$ cat src/rtl/pwm_multi.sv
// Multi-channel PWM generator: shared prescaler and counter, per-channel
// double-buffered duty, edge- or centre-aligned counting, per-channel polarity.
module pwm_multi #(
  parameter int unsigned CHANNELS   = 4,
  parameter int unsigned RES        = 8,
  parameter int unsigned PRESCALE_W = 16
) (
  input  logic                    clk,
  input  logic                    reset,
  input  logic                    en,
  input  logic                    mode,
  input  logic [PRESCALE_W-1:0]   prescale,
  input  logic [CHANNELS*RES-1:0] duty,
  input  logic [CHANNELS-1:0]     duty_we,
  input  logic [CHANNELS-1:0]     polarity,
  output logic [CHANNELS-1:0]     pwm_out,
  output logic                    period_start
);

  // Highest counter value; full scale duty M = 2^RES-1 is never reached by cnt.
  localparam logic [RES-1:0] CNT_TOP = {{(RES-1){1'b1}}, 1'b0};
  localparam logic           MODE_EDGE = 1'b0;

  typedef enum logic {
    DIR_UP   = 1'b0,
    DIR_DOWN = 1'b1
  } dir_t;

  logic [PRESCALE_W-1:0] pcnt;
  logic [PRESCALE_W-1:0] pcnt_nxt;
  logic [RES-1:0]        cnt;
  logic [RES-1:0]        cnt_nxt;
  dir_t                  dir;
  dir_t                  dir_nxt;
  logic                  mode_act;
  logic [RES-1:0]        shadow [CHANNELS];
  logic [RES-1:0]        active [CHANNELS];
  logic                  tick;
  logic                  boundary;
  logic [CHANNELS-1:0]   cmp;

  // Prescaler: >= compare so a shrinking prescale ticks at once instead of running away.
  always_comb begin
    tick     = 1'b0;
    pcnt_nxt = pcnt;
    if (!en) begin
      pcnt_nxt = '0;
    end else if (pcnt >= prescale) begin
      tick     = 1'b1;
      pcnt_nxt = '0;
    end else begin
      pcnt_nxt = PRESCALE_W'(pcnt + 1'b1);
    end
  end

  // Period counter; centre mode holds each endpoint for two ticks.
  always_comb begin
    cnt_nxt  = cnt;
    dir_nxt  = dir;
    boundary = 1'b0;
    if (!en) begin
      cnt_nxt = '0;
      dir_nxt = DIR_UP;
    end else if (tick) begin
      if (mode_act == MODE_EDGE) begin
        dir_nxt = DIR_UP;
        if (cnt == CNT_TOP) begin
          cnt_nxt  = '0;
          boundary = 1'b1;
        end else begin
          cnt_nxt = RES'(cnt + 1'b1);
        end
      end else if (dir == DIR_UP) begin
        if (cnt == CNT_TOP) begin
          dir_nxt = DIR_DOWN;
        end else begin
          cnt_nxt = RES'(cnt + 1'b1);
        end
      end else begin
        if (cnt == '0) begin
          dir_nxt  = DIR_UP;
          boundary = 1'b1;
        end else begin
          cnt_nxt = RES'(cnt - 1'b1);
        end
      end
    end
  end

  always_comb begin
    cmp = '0;
    for (int i = 0; i < int'(CHANNELS); i++) begin
      cmp[i] = (cnt < active[i]) ^ polarity[i];
    end
  end

  // Shadow writes land after the boundary copy, so a same-clock write waits a period.
  always_ff @(posedge clk) begin
    if (!reset) begin
      pcnt         <= '0;
      cnt          <= '0;
      dir          <= DIR_UP;
      mode_act     <= 1'b0;
      pwm_out      <= '0;
      period_start <= 1'b0;
      for (int i = 0; i < int'(CHANNELS); i++) begin
        shadow[i] <= '0;
        active[i] <= '0;
      end
    end else begin
      pcnt <= pcnt_nxt;
      cnt  <= cnt_nxt;
      dir  <= dir_nxt;
      if (!en || boundary) begin
        mode_act <= mode;
        for (int i = 0; i < int'(CHANNELS); i++) begin
          active[i] <= shadow[i];
        end
      end
      for (int i = 0; i < int'(CHANNELS); i++) begin
        if (duty_we[i]) begin
          shadow[i] <= duty[i*RES +: RES];
        end
      end
      pwm_out      <= en ? cmp : polarity;
      period_start <= boundary;
    end
  end

endmodule

$ cat config.mk
export PLATFORM = sky130hd
export DESIGN_NAME = pwm_multi
export DESIGN_NICKNAME = d
export VERILOG_FILES = /design/src/rtl/pwm_multi.sv
export SDC_FILE = /design/constraint.sdc
export NUM_CORES = 1
export LEC_CHECK = 0
export BUFFER_PORTS_ARGS = -buffer_cell sky130_fd_sc_hd__buf_4
export CAP_MARGIN = 20
export CORE_ASPECT_RATIO = 0.7
export CORE_MARGIN = 2
export CORE_UTILIZATION = 45
export CTS_CLUSTER_SIZE = 20
export DETAILED_ROUTE_END_ITERATION = 10
export HOLD_SLACK_MARGIN = 0.08
export PLACE_DENSITY = 0.75
export SYNTH_ARGS = -nofsm -noshare
export SYNTH_HDL_FRONTEND = slang
export SYNTH_SLANG_ARGS = --single-unit
$ cat constraint.sdc
create_clock -name clk -period 4.4 [get_ports clk]
set_input_delay 0.44 -clock clk [delete_from_list [all_inputs] [get_ports clk]]
set_output_delay 0.44 -clock clk [all_outputs]
set_load 0.05 [all_outputs]
# Yosys cells after proc, flatten, opt, wreduce, memory -nomap -nowiden
# Memory sizes are Yosys's and may differ from the RTL's.
# Index checks and enable logic that the tools add are counted.
[word_totals] register_bits=31 mem_bits_rw=64 input_bits=60 out_inout_bits=5 memories=2
[memory_table] name="active" depth=4 word_bits=8 rd=4 rd_ports_with_merged_regs=0 write_ports=4 line="37" text="logic [RES-1:0] active [CHANNELS];"
[memory_table] name="shadow" depth=4 word_bits=8 rd=4 rd_ports_with_merged_regs=0 write_ports=4 line="36" text="logic [RES-1:0] shadow [CHANNELS];"
[classes] n_addsub=3 n_lt_le_gt_ge=5 n_eq_ne=3 mux=41 n_bitwise=14 n_reduce_logical=6
[op_table] cell="8-bit 2-to-1 mux" n=13
[op_table] cell="8-bit < comparator" n=4
[op_table] cell="1-bit 2-to-1 mux" n=27
[op_table] cell="16-bit by 1-bit adder with 16-bit output (second input constant)" n=1
[op_table] cell="16-bit greater-or-equal comparator" n=1
[op_table] cell="8-bit by 1-bit adder with 8-bit output (second input constant)" n=1
[op_table] cell="8-bit == test (second input constant)" n=1
[op_table] cell="8-bit logical NOT" n=1
[op_table] cell="1-bit OR" n=8
[op_table] cell="8-bit by 1-bit subtractor with 8-bit output (second input constant)" n=1
[op_table] cell="3-bit != test (second input constant)" n=2
[op_table] cell="4-bit 2-to-1 mux" n=1
[op_table] cell="1-bit XOR" n=4
[op_table] cell="3-bit AND reduction" n=1
[op_table] cell="3-bit OR reduction" n=1
[op_table] cell="1-bit inverter" n=2
[op_table] cell="2-bit AND reduction" n=1
[op_table] cell="1-bit logical NOT" n=1
[op_table] cell="1-bit logical OR" n=1

# Longest topological paths before layout
# Gate-level depths: netlist of run 1.
[logic_depth] depth_word=11 depth_mapped=9

# Worst setup path after synthesis of run 1
# Ideal clock, no wire load.
[synth_path] path_type="input to register" startpoint="input port prescale[6]" endpoint="memory active[0][0] (enable)" setup_ps=478 arrival_time_ps=2664 setup_slack_ps=1259 cell_stages=9 cell_sequence="inv_1 ha_1 a21o_1 a2111oi_2 nor4_2 a211oi_4 buf_4 a21o_1 nand2_1"
[synth_rtl] item="start: declaration" line="12" text="input logic [PRESCALE_W-1:0] prescale,"
[synth_rtl] item="end: declaration" line="37"

==> results.md, run 1 <==
- Status: completed
- Fillers: 1035
- FF+latch count, synth: 95
- Critical Path Fanout Max: 24
- Number of cells upsized or downsized after cts: 0
- Crit-path cells: ha_1 > o211a_1 > a211oi_1 > nor4_2 > a211oi_4 > buf_4 > a21o_1 > nand2_1 > buf_4
- Share of layout cells above drive strength 1: ~16%
- Num CTS Buffers: 9
- Crit end category: flip-flop
- Fin crit period: 2.92 ns
- Wire length per cell: ~15 um
- EDFF count, synth: 64
- Post-synthesis cell type count: 58
- Setup Buffers After CTS: 0
- Crit Path Class: flip-flop to flip-flop
- Crit path buffers/inverters: 2
- Final setup TNS: 0 ns
- DR vias/cell: about 5.4
- WP data arrival: about 3.0 ns
- Final setup vio count: 0
- Cell with the most instances after synthesis: edfxtp_1
- GRT Util Overall: 17.7%
- Top Family by Delay on Critical Path: simple AND/OR/NAND/NOR gates
- Largest net degree at the start of global routing: 47
- Post-DRT Antenna Nets: 0
- 1st-pass router iterations: 5
- Crit path top cell by count: buf_4
- FFs w/ async S/R, synth: 0%
- Met2 wire length: 5110 um
- Max Used Layer: met4
- Row cnt: 33
- Leakage Power: ~2.7 nW
- Root Buffer: clkbuf_16
- Nets@finish: between 600 and 700
- Congestion Overflow GR: 0
- HPWL after detailed placement: 7880 um
- DRT iter0 DRCs: approximately 270
- H-tree depth: 3
- Antenna diode count: 0
- Post-layout util: between 50% and 60%
- Clock skew: 0.00878 ns
- Reg area: 0.00254 mm2
- Detailed Route WL: around 11000 um
- CP peak stage delay: 0.46 ns
- Vias in the first global route: between 3000 and 4000
- Residual DRC count: 0
- Synth top area cells: edfxtp_1 36%, dfxtp_1 12%, ha_1 12%
- Final hold vios: 0
- Routed via count: around 3900
- Die area: 0.0127 mm2
- Part of the cycle the worst path needs: 66.3%
- Global-route wire length before repair: 17700 um
- Area leader, netlist: edfxtp_1
- Max Cap Viol: 0
- RSZ-0062 raised after global routing: false
- Area Overhead vs Synth: 17.3%
- Starting density of the core: a little under half
- Post-synth top cells: 64 x edfxtp_1, 51 x inv_1, 49 x ha_1
- Yosys warning count: 0
- Sequential area share after synthesis: a little under half
- Non-Filler Instances: 736
- Pwr dens: 322 mW/mm2
- Core area: about 0.012 mm2
- CP max-delay cell: nor4_2
- Placed cells: 720
- CTS tree: yes
- Relative slew slack: about a third
- Die Span Y: ~95 um
- Metal-1 WL: roughly 4900 um
- GPL Wtd Cong: approximately 0.85
- Top_reg_cell synth: edfxtp_1
- Mapped Cells: 515
- Worst-margin pin slew: about 1.0 ns
- Slew Limit Fails: 0
- Multi-input logic area: 0.00249 mm2
- Syn_area_per_cell: around 10 um2
- Syn nets: roughly 620
- Port-buffer cells: 64
- Die width: roughly 130 um
- Startpoint Class: flip-flop
- Worst Path Required: roughly 4.4 ns
- Clk sinks: between 90 and 100
- I/O pin total: between 60 and 70
- CTS max path bufs: 2
- Max VDD drop: between 0.0002 and 0.00025 V
- Reg clk slew, reported paths: around 0.070 ns
- Hold crit path type: primary input to flip-flop
- Fmax: approximately 0.34 GHz
- Cts hold-fix bufs: 0
- Initial antenna violation count: 0
- Yosys top cell area share: 36.1%
- Post-Syn Area: 0.00533 mm2
- Metal3 WL: 583 um
- Clock latency on the worst-skew pair: roughly 0.35 ns
==> registers in the layout, summed over array words and instances, names as in the netlist <==
register and flops:
mode_act 1, period_start 1, cnt 8, pwm_out 4
pcnt 16, active 32, dir 1, shadow 32
==> cell type report <==
| cell class | count | area share (%) |
|---|---|---|
| clock inverters | 7 | 1.60 |
| well taps | 157 | 3.14 |
| repair buffers | 67 | 8.05 |
| flip-flops and latches | 95 | 40.7 |
| clock buffers | 9 | 3.60 |
| inverters | 52 | 3.12 |
| multi-input cells | 349 | 39.8 |
==> cells by family (layout without fill, tap and decap cells) <==
family | after synthesis | in the layout | synth area share (%)
flip-flops | 95 | 95 | 47.7
XOR/XNOR | 16 | 16 | 2.63
multiplexers | 3 | 3 | 0.563
adder cells (fa/ha/maj) | 49 | 49 | 11.5
AND/OR/NAND/NOR | 210 | 210 | 21.6
buffers and inverters | 71 | 135 | 5.61
AO/OA/AOI/OAI | 71 | 71 | 10.4
==> through the flow <==
step | worst slack, ns | hold slack (ns) | power (mW) | instance area, um2
6_report | 1.48 | 0.336 | 2.01 | 6250
5_1_grt | 1.23 | 0.336 | 2.08 | 6250
4_1_cts | 1.47 | 0.325 | 2.03 | 6250
3_5_place_dp | 1.29 | 0.481 | 1.20 | 5930
3_3_place_gp | 1.33 | 0.466 | 1.20 | 5930
2_1_floorplan | 1.26 | 0.441 | 1.13 | 5330
==> path summary, 6_finish.rpt <==
| check | from | to | slack [ns] | depth (start not counted) |
|---|---|---|---|---|
| hold / removal | mode | mode_act | 0.34 | 2 |
| setup / recovery | pcnt[7] | active[0][3] | 1.48 | 9 |
| hold reg to reg | pcnt[0] | pcnt[0] | 0.49 | 1 |
| setup reg to reg | pcnt[7] | active[0][3] | 1.48 | 9 |
==> cell usage in the layout, fill, tap and decap left out, types with 3 or more instances in the layout <==
| cell | Yosys | routed |
|---|---|---|
| nor2_1 | 39 | 39 |
| o31ai_1 | 4 | 4 |
| clkbuf_16 | 0 | 9 |
| mux2i_1 | 3 | 3 |
| nand4_1 | 6 | 6 |
| o311ai_0 | 3 | 3 |
| or3_1 | 6 | 6 |
| a2111oi_2 | 3 | 3 |
| and3_1 | 39 | 39 |
| nand3_1 | 14 | 14 |
| nor2b_1 | 3 | 3 |
| ha_1 | 49 | 49 |
| a211oi_1 | 4 | 4 |
| nor4_1 | 13 | 13 |
| nand2b_1 | 14 | 14 |
| inv_1 | 51 | 51 |
| o21a_1 | 4 | 4 |
| xnor2_1 | 7 | 7 |
| edfxtp_1 | 64 | 64 |
| dfxtp_1 | 31 | 31 |
| xor2_1 | 9 | 9 |
| nand2_1 | 27 | 27 |
| a311o_1 | 4 | 4 |
| and2_1 | 34 | 34 |
| nor3_1 | 5 | 5 |
| buf_4 | 1 | 67 |
| a21oi_1 | 17 | 17 |
| o21ai_0 | 12 | 12 |
==> metal layers <==
metal  GRT usage (%)  up-vias
met5               0        -
met4            7.46        0
met3            3.83       17
met2            29.6      122
met1            22.5     1841
li1                -     1966
==> worst reg2reg max path, delay by kind of cell, from the launching register on <==
| kind | cells | cell delay (ns) |
|---|---|---|
| AO/OA/AOI/OAI | 4 | 0.53 |
| adder cells (fa/ha/maj) | 1 | 0.38 |
| buffers and inverters | 2 | 0.59 |
| flip-flops | 1 | 0.36 |
| AND/OR/NAND/NOR | 2 | 0.74 |
==> power by group <==
| group | leakage (nW) | switching, mW | internal [mW] |
|---|---|---|---|
| combinational | 1.64 | 0.0905 | 0.0794 |
| sequential | 0.951 | 0.0125 | 1.00 |
| clock | 0.158 | 0.368 | 0.459 |
| total | 2.75 | 0.471 | 1.54 |
Note: power is estimated with default switching activity, not from simulation.
==> inputs of run 2 (changes only) <==
--- a/config.mk
+++ b/config.mk
@@ -13,7 +13,7 @@
 export CTS_CLUSTER_SIZE = 20
 export DETAILED_ROUTE_END_ITERATION = 10
 export HOLD_SLACK_MARGIN = 0.08
-export PLACE_DENSITY = 0.75
+export PLACE_DENSITY = 0.78
 export SYNTH_ARGS = -nofsm -noshare
 export SYNTH_HDL_FRONTEND = slang
 export SYNTH_SLANG_ARGS = --single-unit
==> constraint.sdc (replaced) <==
create_clock -name clk -period 2.4 [get_ports clk]
set_input_delay 0.24 -clock clk [delete_from_list [all_inputs] [get_ports clk]]
set_output_delay 0.24 -clock clk [all_outputs]
set_load 0.05 [all_outputs]
==> run 2 against run 1 <==
Net effect: sequential share of layout area is 3.9 points lower; wire length up 12%; clock power up 84%; largest cell class is now multi-input combinational cells; total power up 86%; the run now ends with negative setup slack left; utilization grew 5.8 points; critical endpoint is now active[1][2]; clock-buffer cell count stayed put; clock skew is 0.0022 ns higher.
==> results.md, run 2 (synthesis gave the netlist of run 1 again) <==
- Status: finished with violations
- Failing checks: negative setup slack
- Nets@finish: 735 (+7.6%)
- Die Span Y: 95.1 um (unchanged)
- CTS tree: yes
- Worst Reg-to-Reg Cells: 9 (unchanged)
- Vias in the first global route: 4135 (+7.3%)
- Reg-to-Reg Start: pcnt[6]
- Post-layout util: 59.5% (+5.8 points)
- Max Cap Viol: 0 (unchanged)
- Pwr Total: 3.74 mW (+86%)
- Crit Path Class: flip-flop to flip-flop
- Die width: 134 um (unchanged)
- Share of layout cells above drive strength 1: 26.3% (+10 points)
- Crit end category: flip-flop
- Reg clk slew, reported paths: 0.07 ns (about the same)
- GRT Util Overall: 19.6% (+1.9 points)
- Worst-margin pin slew: 0.703 ns (-0.323 ns)
- Hold crit path type: primary input to flip-flop
- DRT iter0 DRCs: 294 (+8.1%)
- Fin crit period: 2.47 ns (-0.445 ns)
- H-tree depth: 3 (unchanged)
- Wire length per cell: 15.3 um (+4.8%)
- Worst Path Required: 2.51 ns (-1.92 ns)
- Fmax: 0.404 GHz (+18%)
- Final worst slack: -0.0723 ns (-1.55 ns)
- Global-route wire length before repair: 19500 um (+9.8%)
- Row cnt: 33 (unchanged)
- CTS max path bufs: 2 (unchanged)
- Critical Path Fanout Max: 5 (-79%)
- Multi-input logic area: 0.00275 mm2 (+10%)
- Routed via count: 4251 (+7.7%)
- Final setup vio count: 75 (+75)
- Residual DRC count: 0 (unchanged)
- Congestion Overflow GR: 0 (unchanged)
- GPL Wtd Cong: 0.951 (+12%)
- Layout Cell Area excl Fill: 0.00693 mm2 (+11%)
- Reg area: 0.00255 mm2 (+0.20%)
- Most frequent cells in the layout: 108 x buf_4, 64 x edfxtp_1, 51 x inv_1
- Relative slew slack: 52.8% (+21 points)
- DR vias/cell: 5.39 (+0.62%)
- Clk sinks: 95 (unchanged)
- Largest net degree at the start of global routing: 46 (-2.1%)
- Leakage Power: 3.07 nW (+12%)
- Fillers: 951 (-8.1%)
- 1st-pass router iterations: 5 (unchanged)
- Dpl ws: -0.276 ns (-1.56 ns)
- Slew Limit Fails: 0 (unchanged)
- Initial antenna violation count: 0 (unchanged)
- Startpoint Class: flip-flop
- Pwr dens: 539 mW/mm2 (+68%)
- Port-buffer cells: 64 (unchanged)
- Num CTS Buffers: 9 (unchanged)
- Antenna diode count: 0 (unchanged)
- Max VDD drop: 0.000423 V (+97%)
- Clock skew: 0.0110 ns (+0.00224 ns)
- R2R setup slack: -0.07 ns (-1.55 ns)
- Most common cell after layout, fill and taps aside: buf_4
- Post-DRT Antenna Nets: 0 (unchanged)
- Die area: 0.0127 mm2 (unchanged)
- HPWL after detailed placement: 8160 um (+3.6%)
- Biggest regs: active x32, shadow x32, pcnt x16
- Area Overhead vs Synth: 30.0%
- Part of the cycle the worst path needs: 103% (+37 points)
- Critical path destination: active[1][2]
- Core area: 0.0116 mm2 (unchanged)
- RSZ-0062 raised after global routing: true
- R2R Path End: active[1][2]
- Placed cell area: 0.00630 mm2 (+6.4%)
- Starting density of the core: 45.8% (unchanged)
- Root Buffer: clkbuf_16
- Clock latency on the worst-skew pair: 0.35 ns (about the same)
- Cts hold-fix bufs: 0 (unchanged)
- WP data arrival: 2.58 ns (-0.37 ns)
- I/O pin total: 65 (unchanged)
- Final hold vios: 0 (unchanged)
- CP Launch Point: pcnt[6]
- Worst hold start: mode
- Detailed Route WL: 12100 um (+12%)
## run 2: worst min path at each step
| stage | end | cells past startpoint |
|---|---|---|
| 2_1_floorplan | mode_act | 1 |
| 3_3_place_gp | mode_act | 2 |
| 3_5_place_dp | mode_act | 2 |
| 4_1_cts | mode_act | 2 |
| 5_1_grt | mode_act | 2 |
| 6_report | mode_act | 2 |
## run 2: layer usage
layer / vias up / track usage, % / wire length (um)
met3: 27 / 5.16 / 765
met1: 1982 / 23.8 / 5220
li1: 2092 / - / -
met5: - / 0 / 0
met2: 150 / 34.0 / 5800
met4: 0 / 7.28 / 289
## run 2: report_power, final
group          total (mW)  switching (mW)  internal, mW
logic               0.355           0.191         0.164
registers            1.86          0.0249          1.83
clock network        1.52           0.681         0.841
## run 2: repair_timing
item / CTS / global route
buffers inserted: 3 / 2
cloned: 4 / 1
gates resized for setup: 15 / 13
pin swaps: 36 / 21
setup endpoints to repair: 89 / 89
## run 2: cell type report
class	count	share of cell area (%)
multi-input combinational	353	39.7
sequential	95	36.8
timing repair buffer	115	13.3
clock buffer	9	3.25
tap	157	2.84
inverter	52	2.82
clock inverter	7	1.37
## run 2: critical path, cell delays in order, from the launching register on
cell,delay [ns]
dfxtp_2,0.35
ha_4,0.20
a21o_1,0.20
buf_6,0.13
a2111oi_4,0.35
o21ai_2,0.15
a2111oi_4,0.32
buf_6,0.22
a311oi_4,0.10
and2_4,0.21
## run 2: metrics by stage
step                      cells  hold slack, ns  setup TNS, ns
after global routing        788           0.114         -11.05
after CTS                   785           0.119          -1.95
after global placement      763           0.475         -14.31
after detailed placement    763           0.481         -20.44
final                       788           0.130          -3.22
after floorplan             515           0.366              0
==> inputs of run 3 (changes only) <==
--- a/config.mk
+++ b/config.mk
@@ -12,8 +12,8 @@
 export CORE_UTILIZATION = 45
 export CTS_CLUSTER_SIZE = 20
 export DETAILED_ROUTE_END_ITERATION = 10
-export HOLD_SLACK_MARGIN = 0.08
 export PLACE_DENSITY = 0.78
+export SETUP_SLACK_MARGIN = 0.5
 export SYNTH_ARGS = -nofsm -noshare
 export SYNTH_HDL_FRONTEND = slang
 export SYNTH_SLANG_ARGS = --single-unit
==> run 3 against run 2 <==
Net effect: clock skew barely moved; non-clock buffer count rose by 12; highest routed layer unchanged; total power fell by 1.7%; die area did not move; flip-flop and latch count did not move; clock power fell by 7%; worst setup slack got worse by 0.13 ns; the run still ends with negative setup slack left; combinational power rose by 12%.
==> results.md, run 3 (synthesis gave the netlist of run 1 again) <==
- Status: finished with violations
- Failing checks: negative setup slack
- Crit end category: flip-flop
- GRT Util Overall: 21.2% (+1.6 points)
- Worst hold start: mode
- Fmax: 0.385 GHz (-4.8%)
- Max Cap Viol: 0 (unchanged)
- R2R setup slack: -0.20 ns (-0.13 ns)
- Most common cell after layout, fill and taps aside: buf_4
- Die area: 0.0127 mm2 (unchanged)
- Dpl ws: -0.241 ns (+0.0350 ns)
- Post-layout util: 62.0% (+2.5 points)
- Largest net degree at the start of global routing: 46 (unchanged)
- Reg clk slew, reported paths: 0.07 ns (about the same)
- Reg-to-Reg Start: pcnt[6]
- Part of the cycle the worst path needs: 108% (+5.2 points)
- Num CTS Buffers: 9 (unchanged)
- Most frequent cells in the layout: 109 x buf_4, 64 x edfxtp_1, 51 x inv_1
- Share of layout cells above drive strength 1: 36.4% (+10 points)
- Routed via count: 4420 (+4.0%)
- Final setup TNS: -12.18 ns (-8.97 ns)
- WP data arrival: 2.69 ns (+0.11 ns)
- Worst hold endpoint: mode_act
- Final setup vio count: 90 (+20%)
- Placed cells: 758 (-0.66%)
- I/O pin total: 65 (unchanged)
- Clock skew: 0.0115 ns (+0.000439 ns)
- Min Hold Slack: 0.130 ns (+0.000117 ns)
- R2R Path End: active[3][2]
- Startpoint Class: flip-flop
- Detailed Route WL: 13600 um (+12%)
- Layout Cell Area excl Fill: 0.00722 mm2 (+4.2%)
- Worst Path Required: 2.50 ns (about the same)
- Nets@finish: 747 (+1.6%)
- Pwr dens: 509 mW/mm2 (-5.6%)
- Max VDD drop: 0.000444 V (+5.1%)
- Vias in the first global route: 4357 (+5.4%)
- Final hold vios: 0 (unchanged)
- Fillers: 890 (-6.4%)
- GPL Wtd Cong: 0.879 (-7.6%)
- Non-Filler Instances: 800 (+1.5%)
- Clk sinks: 95 (unchanged)
- Biggest regs: active x32, shadow x32, pcnt x16
- Slew Limit Fails: 0 (unchanged)
- Root Buffer: clkbuf_16
- Congestion Overflow GR: 0 (unchanged)
- DRT iter0 DRCs: 278 (-5.4%)
- Hold crit path type: primary input to flip-flop
- H-tree depth: 3 (unchanged)
- Reg area: 0.00255 mm2 (about the same)
- Relative slew slack: 65.3% (+13 points)
- Antenna diode count: 0 (unchanged)
- Multi-input logic area: 0.00294 mm2 (+7.0%)
- Critical Path Fanout Max: 8 (+3)
- Row cnt: 33 (unchanged)
- 1st-pass router iterations: 5 (unchanged)
- Die width: 134 um (unchanged)
- Wire length per cell: 17.0 um (+11%)
- CTS tree: yes
- CTS max path bufs: 2 (unchanged)
- Port-buffer cells: 64 (unchanged)
- HPWL after detailed placement: 8300 um (+1.7%)
- Global-route wire length before repair: 20900 um (+7.4%)
- Clock latency on the worst-skew pair: 0.36 ns (about the same)
- Starting density of the core: 45.8% (unchanged)
- Residual DRC count: 0 (unchanged)
- Die Span Y: 95.1 um (unchanged)
- Worst Reg-to-Reg Cells: 9 (unchanged)
- Initial antenna violation count: 0 (unchanged)
- DR vias/cell: 5.53 (+2.4%)
- Leakage Power: 3.15 nW (+2.8%)
- Pwr Total: 3.67 mW (-1.7%)
- Fin crit period: 2.60 ns (+0.125 ns)
- Crit Path Class: flip-flop to flip-flop
- Core area: 0.0116 mm2 (unchanged)
- RSZ-0062 raised after global routing: true
- Final worst slack: -0.197 ns (-0.125 ns)
- Area Overhead vs Synth: 35.4%
- Worst-margin pin slew: 0.516 ns (-0.187 ns)
- Placed cell area: 0.00627 mm2 (-0.48%)
- Post-DRT Antenna Nets: 0 (unchanged)
- Worst Hold Depth: 2 (unchanged)
==> run 3: power by group <==
part | internal, mW | leakage, nW | switching, mW | total, mW
logic | 0.188 | 2.06 | 0.211 | 0.399
clock network | 0.732 | 0.142 | 0.682 | 1.41
registers | 1.83 | 0.953 | 0.0282 | 1.86
total | 2.75 | 3.15 | 0.921 | 3.67
==> run 3: what timing repair did <==
action	4_1_cts	5_1_grt
hold buffers	0	0
gates cloned	5	2
gates resized for setup	69	48
hold endpoints to repair	0	0
setup endpoints to repair	95	95
pin swaps	32	20
setup buffers	15	4
==> run 3: layout make-up <==
cell class	count	area share, %
clock buffers	9	3.12
flip-flops and latches	95	35.3
inverters	52	2.70
multi-input cells	353	40.7
well taps	157	2.72
repair buffers	127	14.4
clock inverters	7	0.971
==> run 3: worst max path at each step <==
stage | start | to | slack [ns] | cells past startpoint
after detailed placement | prescale[13] | active[1][5] | -0.24 | 9
final | pcnt[6] | active[3][2] | -0.20 | 9
after global routing | pcnt[6] | active[2][7] | -0.27 | 9
after floorplan | pcnt[6] | active[0][0] | 0.09 | 8
after CTS | pcnt[6] | active[2][5] | -0.04 | 9
after global placement | prescale[14] | active[3][7] | -0.14 | 9
==> run 3: per-layer routing <==
metal	part of all wire [%]	wire (um)	GRT usage [%]	up-vias
met5	0	0	0	-
met4	4.2	569	10.4	0
met3	6.6	896	5.85	56
met2	48	6550	36.4	179
met1	41	5560	24.9	2085
li1	-	-	-	2100
==> run 3: worst max-delay path: stages, from the launching register on <==
cell       delay, ns
dfxtp_4         0.36
ha_4            0.21
a21o_1          0.21
a2111oi_4       0.39
nor4_2          0.10
buf_4           0.16
buf_6           0.11
a211oi_4        0.38
a21o_4          0.27
nand2_4         0.13
